$ cat config.mk
export PLATFORM = sky130hd
export DESIGN_NAME = reg_a_feed_fifo
export DESIGN_NICKNAME = d
export VERILOG_FILES = /design/src/rtl/reg_a_feed_fifo.sv
export SDC_FILE = /design/constraint.sdc
export NUM_CORES = 1
export LEC_CHECK = 0
export ABC_AREA = 0
export CORE_MARGIN = 5
export CORE_UTILIZATION = 48
export CTS_CLUSTER_SIZE = 16
export DETAILED_ROUTE_END_ITERATION = 16
export GPL_TIMING_DRIVEN = 0
export PLACE_DENSITY = 0.71
export SYNTH_ARGS = -nofsm -noshare
export SYNTH_HDL_FRONTEND = slang
export SYNTH_SLANG_ARGS = --single-unit
$ cat constraint.sdc
create_clock -name clk -period 2.5 [get_ports clk]
set_clock_uncertainty 0.05 [all_clocks]
set_input_delay 0.5 -clock clk [delete_from_list [all_inputs] [get_ports clk]]
set_output_delay 0.5 -clock clk [all_outputs]
set_load 0.005 [all_outputs]
$ cat src/rtl/reg_a_feed_fifo.sv
// Request FIFO feeding register A: buffers pushed words and hands them out
// one per pop as a registered one-cycle load strobe plus data word.
module reg_a_feed_fifo #(
   parameter int WIDTH = 16,
   parameter int DEPTH = 4,
   parameter int PTR_W = 2
) (
   input  logic             clk,
   input  logic             rst_n,
   input  logic             wr_en,
   input  logic [WIDTH-1:0] wr_data,
   input  logic             rd_ready,
   input  logic             clr_ovf,
   output logic             loadA,
   output logic [WIDTH-1:0] dataAin,
   output logic             full,
   output logic             empty,
   output logic [PTR_W:0]   count,
   output logic             overflow
);

   logic [WIDTH-1:0] mem_r [DEPTH];
   logic [PTR_W-1:0] wr_ptr_r;
   logic [PTR_W-1:0] rd_ptr_r;
   logic [PTR_W:0]   count_r;
   logic [PTR_W:0]   count_nxt_s;
   logic             push_s;
   logic             pop_s;
   logic             load_r;
   logic [WIDTH-1:0] data_r;
   logic             ovf_r;

   // Status flags are decoded from the registered occupancy count.
   always_comb begin
      full     = (count_r == (PTR_W+1)'(DEPTH));
      empty    = (count_r == (PTR_W+1)'(0));
      count    = count_r;
      loadA    = load_r;
      dataAin  = data_r;
      overflow = ovf_r;
      push_s   = wr_en & ~full;
      pop_s    = rd_ready & ~empty;
   end

   // Occupancy changes only when exactly one of push/pop happens.
   always_comb begin
      count_nxt_s = count_r;
      case ({push_s, pop_s})
         2'b10:   count_nxt_s = count_r + (PTR_W+1)'(1);
         2'b01:   count_nxt_s = count_r - (PTR_W+1)'(1);
         default: count_nxt_s = count_r;
      endcase
   end

   // Storage array: contents are don't-care after reset, so it carries none.
   always_ff @(posedge clk) begin
      if (push_s) begin
         mem_r[wr_ptr_r] <= wr_data;
      end
   end

   // Pointers, occupancy and the registered load interface to register A.
   always_ff @(posedge clk or negedge rst_n) begin
      if (!rst_n) begin
         wr_ptr_r <= {PTR_W{1'b0}};
         rd_ptr_r <= {PTR_W{1'b0}};
         count_r  <= {(PTR_W+1){1'b0}};
         load_r   <= 1'b0;
         data_r   <= {WIDTH{1'b0}};
      end else begin
         count_r <= count_nxt_s;
         if (push_s) begin
            wr_ptr_r <= wr_ptr_r + PTR_W'(1);
         end
         if (pop_s) begin
            load_r   <= 1'b1;
            data_r   <= mem_r[rd_ptr_r];
            rd_ptr_r <= rd_ptr_r + PTR_W'(1);
         end else begin
            load_r <= 1'b0;
         end
      end
   end

   // Sticky overflow; a rejected push on the same edge as a clear keeps it set.
   always_ff @(posedge clk or negedge rst_n) begin
      if (!rst_n) begin
         ovf_r <= 1'b0;
      end else if (wr_en & full) begin
         ovf_r <= 1'b1;
      end else if (clr_ovf) begin
         ovf_r <= 1'b0;
      end else begin
         ovf_r <= ovf_r;
      end
   end

endmodule

Word level (Yosys, flattened, before mapping) --
Memories as Yosys holds them, arrays and structs flattened. A register that Yosys moved wholly into a read port is not among the register bits. Cells that the tools add are included.
Operators by class: mux-type cells 6, bitwise gates (word level) 5, eq/ne operators 3, reduce and logical (&&, ||, !) cells 4, add/subtract/negate cells 4
Operator list (number):
- case mux 3 bit (2 select lines) | 1
- two-way mux 1 bit | 5
- adder 2 x 1 -> 2 bit (second input constant) | 2
- nonzero test 2 bit | 2
- adder 3 x 1 -> 3 bit (second input constant) | 1
- AND 1 bit | 3
- == test 3 bit (second input constant) | 1
- zero test 3 bit | 1
- subtractor 3 x 1 -> 3 bit (second input constant) | 1
- == test 2 x 1 -> 1 bit (second input constant) | 1
- == test 2 bit (second input constant) | 1
- inverter 1 bit | 2
- zero test 1 bit | 1
Word-level totals: bits in writable memories 64, output and inout bits 23, word-level logic and storage cells 28, register bits after elaboration 9, memories kept 1
Memory list:
- mem_r | words 4, width 16, read ports 1, clocked after Yosys merged registers in 1, wr ports 1, RTL line 22 | logic [WIDTH-1:0] mem_r [DEPTH];

Longest topological paths before layout --
depth after elaboration 5, mapped depth 9, mapped depth without buffers 9

Worst setup path before layout --
Ideal clock, no wire load.
path type reg-to-reg, from reg count_r[0] (netlist: count[0]), to reg count_r[2] (netlist: count[2]), arrival time 1.907 ns, data required time 2.321 ns, stages on the path, launching flop included 10, period minus slack after synthesis 2.086 ns, setup slack 0.414 ns, cells stage by stage dfrtp_1 o31ai_4 inv_4 buf_6 ha_1 inv_1 fa_1 xor2_1 nor2_1 xor2_1
Between the ends: cells in the longest elaborated chain, start to end 5, elaborated cells between the ends (all ways) 12
RTL lines:
- start: declaration | RTL line 25 | logic [PTR_W:0] count_r;
- start signal: assignment | RTL line 67 | count_r <= {(PTR_W+1){1'b0}};
- start signal: assignment | RTL line 71 | count_r <= count_nxt_s;
- zero test 3 bit * | RTL line 36 | empty = (count_r == (PTR_W+1)'(0));
- inverter 1 bit * | RTL line 42 | pop_s = rd_ready & ~empty;
- AND 1 bit * | RTL line 42
- net pop_s | RTL line 28 | logic pop_s;
- == test 2 x 1 -> 1 bit / == test 2 bit (equally long branches) | RTL line 48 | case ({push_s, pop_s})
- case mux 3 bit (2 select lines) / nonzero test 2 bit (equally long branches)
Mark *: on every way through the listed nets, which the timed path passes. The rest lies on a longest branch. A chain may end at the register's enable or synchronous reset.

Worst setup path in the final report --
from in rd_ready, to reg count_r[2] (netlist: count[2])
Between the ends: cells in the longest elaborated chain, start to end 3, elaborated cells between the ends (all ways) 5
RTL lines:
- start: declaration | RTL line 12 | input logic rd_ready,
- AND 1 bit * | RTL line 42
- net pop_s | RTL line 28
- == test 2 x 1 -> 1 bit / == test 2 bit (equally long branches) | RTL line 48
- case mux 3 bit (2 select lines) / nonzero test 2 bit (equally long branches)
Marks and branches as above.

==> flow_summary.ini <==
[placed_design]
place_hpwl_um = 3520
gp_congestion = 0.690
io_buffer_count = 43
dp.cells = 332

[floorplanning]
start_util = 0.498
die_area_mm2 = 0.00892
fp.dieW_um = 94.4
die_h_um = 94.4
rows = 30
core_area_mm2 = 0.00687
io_pins = 44

[yosys]
syn_inst = 193
synth-simple-area-share = 0.0710
syn_area_per_cell_um2 = 17.7
ys.flop_type = edfxtp_1
synth_area_leader_cell = edfxtp_1
syn_area_mm2 = 0.00342
synth_mux_area_frac = 0.112
synth_compound_area_frac = 0.00768
ys.warnings.count = 0
synth_xor_area_frac = 0.0154
async_flop_share = 0.281
synth_top_area_share = 0.562
synth_edf_count = 64
ys_seq_area_frac = 0.745
synthAdderAreaFrac = 0.0241
synth_top_family_by_area = multiplexers
ys_types = 21
ys_ff_latch = 89
synthTopCellsByArea = edfxtp_1, dfrtp_1, mux4_2, nand2_1, ha_1
syn-num-nets = 220

[clocking]
htree_num_levels = 3
clock-sinks = 89
insertion_delay_ps = 350
cts_root_buffer = clkbuf_8
cts_tree = yes
path_clk_slew_ps = 80
clk_path_buf_depth = 2
cts_buffers = 9

[cells_and_area]
final_cell_count_no_fill = 352
finalNetCount = 278
diodes = 0
mostFrequentLayoutCells = edfxtp_1, nand2_1, clkdlybuf4s50_1, dfrtp_1, mux4_2
layout-drive-gt1-share = 0.172
area_growth_pct = 22.8
utilization = 0.611
final_common_cell = edfxtp_1

[setup_path]
start_kind = primary input
crit_path_max_fanout = 11
required_ps = 2730
cp.arrival_ps = 2530
crit_type = primary input to flip-flop
endpoint_kind = flip-flop

[detailed_routing]
post-route-drc-count = 0
drt_iter0_drc = 104
vias = 1707
ant_nets = 0
drtPass1Iterations = 4
wl_per_cell_um = 15.7
vias_per_cell = 4.85
wl_um = 5520

[status]
status = finished clean

[power_and_ir_drop]
power_w = 0.00468
vdd_drop_max_mv = 0.462
power_density_mw_per_mm2 = 1110
total_leakage_power_nw = 1.58

[sta]
finalSetupViolCount = 0
period_share = 0.921
hold_viol = 0
fmax_mhz = 434
hold_slack_ps = 424
worst_slew_pin_slew_ps = 1190
min_period_ps = 2300
max-slew-margin-rel = 0.205
fin_setup_tns_ps = 0
rsz0062_at_grt = no
slew_violations = 0

[global_route]
grt_pass1_vias = 1822
grt_max_degree = 26
overflow = 0
grt_antenna_before_repair = 0
grt.total_usage = 0.146
grt_pass1_wl_um = 9300

[job]
cap_violations = 0

[min_path]
hp-class = flip-flop to flip-flop
==> where the power goes <==
group / switching (W) / internal, W
Combinational: 0.000674 / 0.000844
Clock: 0.000474 / 0.000492
Sequential: 0.000176 / 0.00202
==> critical path: stages <==
cell and delay (ps):
clkdlybuf4s50_1 500, o31ai_4 70, buf_4 170, inv_4 100, buf_6 160, ha_1 190, inv_1 60, fa_1 370
xor2_1 150, nor2_1 110, xor2_1 150
==> metrics by stage <==
step,instance area (µm²),worst slack [ps]
5_1_grt,4200,58.8
3_3_place_gp,3970,-162
6_report,4200,198
4_1_cts,4170,66.4
2_1_floorplan,3420,414
3_5_place_dp,3970,-168
==> final cells by class <==
class | count | area, µm²
fillers | 529 | 2670
flip-flops and latches | 89 | 2550
multi-input cells | 90 | 786
repair buffers | 47 | 460
clock buffers | 12 | 145
well taps | 96 | 120
plain buffers | 6 | 55.1
clock inverters | 4 | 52.6
inverters | 8 | 32.5
==> what timing repair did <==
| action | CTS | global route |
|---|---|---|
| setup endpoints to repair | 0 | 2 |
| setup buffers | 0 | 4 |
| gates resized for setup | 0 | 0 |
| hold buffers | 0 | 0 |
==> state kept, by name (all words and copies together) (netlist names) <==
| signal | flops |
|---|---|
| rd_ptr_r | 2 |
| wr_ptr_r | 2 |
| overflow | 1 |
| mem_r | 64 |
| dataAin | 16 |
| loadA | 1 |
| count | 3 |
==> final timing paths <==
check / from / to / slack (ps) / cells past startpoint
setup / recovery: rd_ready / count[2] / 200 / 11
hold / removal: dataAin[15] / dataAin[15] / 420 / 2
hold reg to reg: dataAin[15] / dataAin[15] / 420 / 2
min in group asynchronous: rst_n / dataAin[10] / 730 / 1
setup reg to reg: count[0] / count[2] / 330 / 10
max in group asynchronous: rst_n / dataAin[11] / 960 / 1
==> synthesized netlist by cell type, types with 2 or more instances <==
master,instances
nand2_1,50
dfrtp_1,25
buf_6,4
and2_1,4
buf_2,2
xor2_1,2
xnor2_1,4
edfxtp_1,64
mux4_2,16
inv_1,7
ha_1,5
==> layer usage <==
metal	global-route usage	routed length, µm	vias up
li1	-	-	816
met1	0.176	2330	850
met2	0.243	2830	31
met3	0.0271	186	10
met4	0.0939	169	0
met5	0	0	-
==> kinds of logic after synthesis <==
| family | count (synthesis) |
|---|---|
| flip-flops | 89 |
| AND/OR/NAND/NOR | 58 |
| AO/OA/AOI/OAI | 2 |
| buffers and inverters | 14 |
| XOR/XNOR | 6 |
| adder cells (fa/ha/maj) | 6 |
| multiplexers | 18 |
Note: power is estimated with default switching activity, not from simulation.
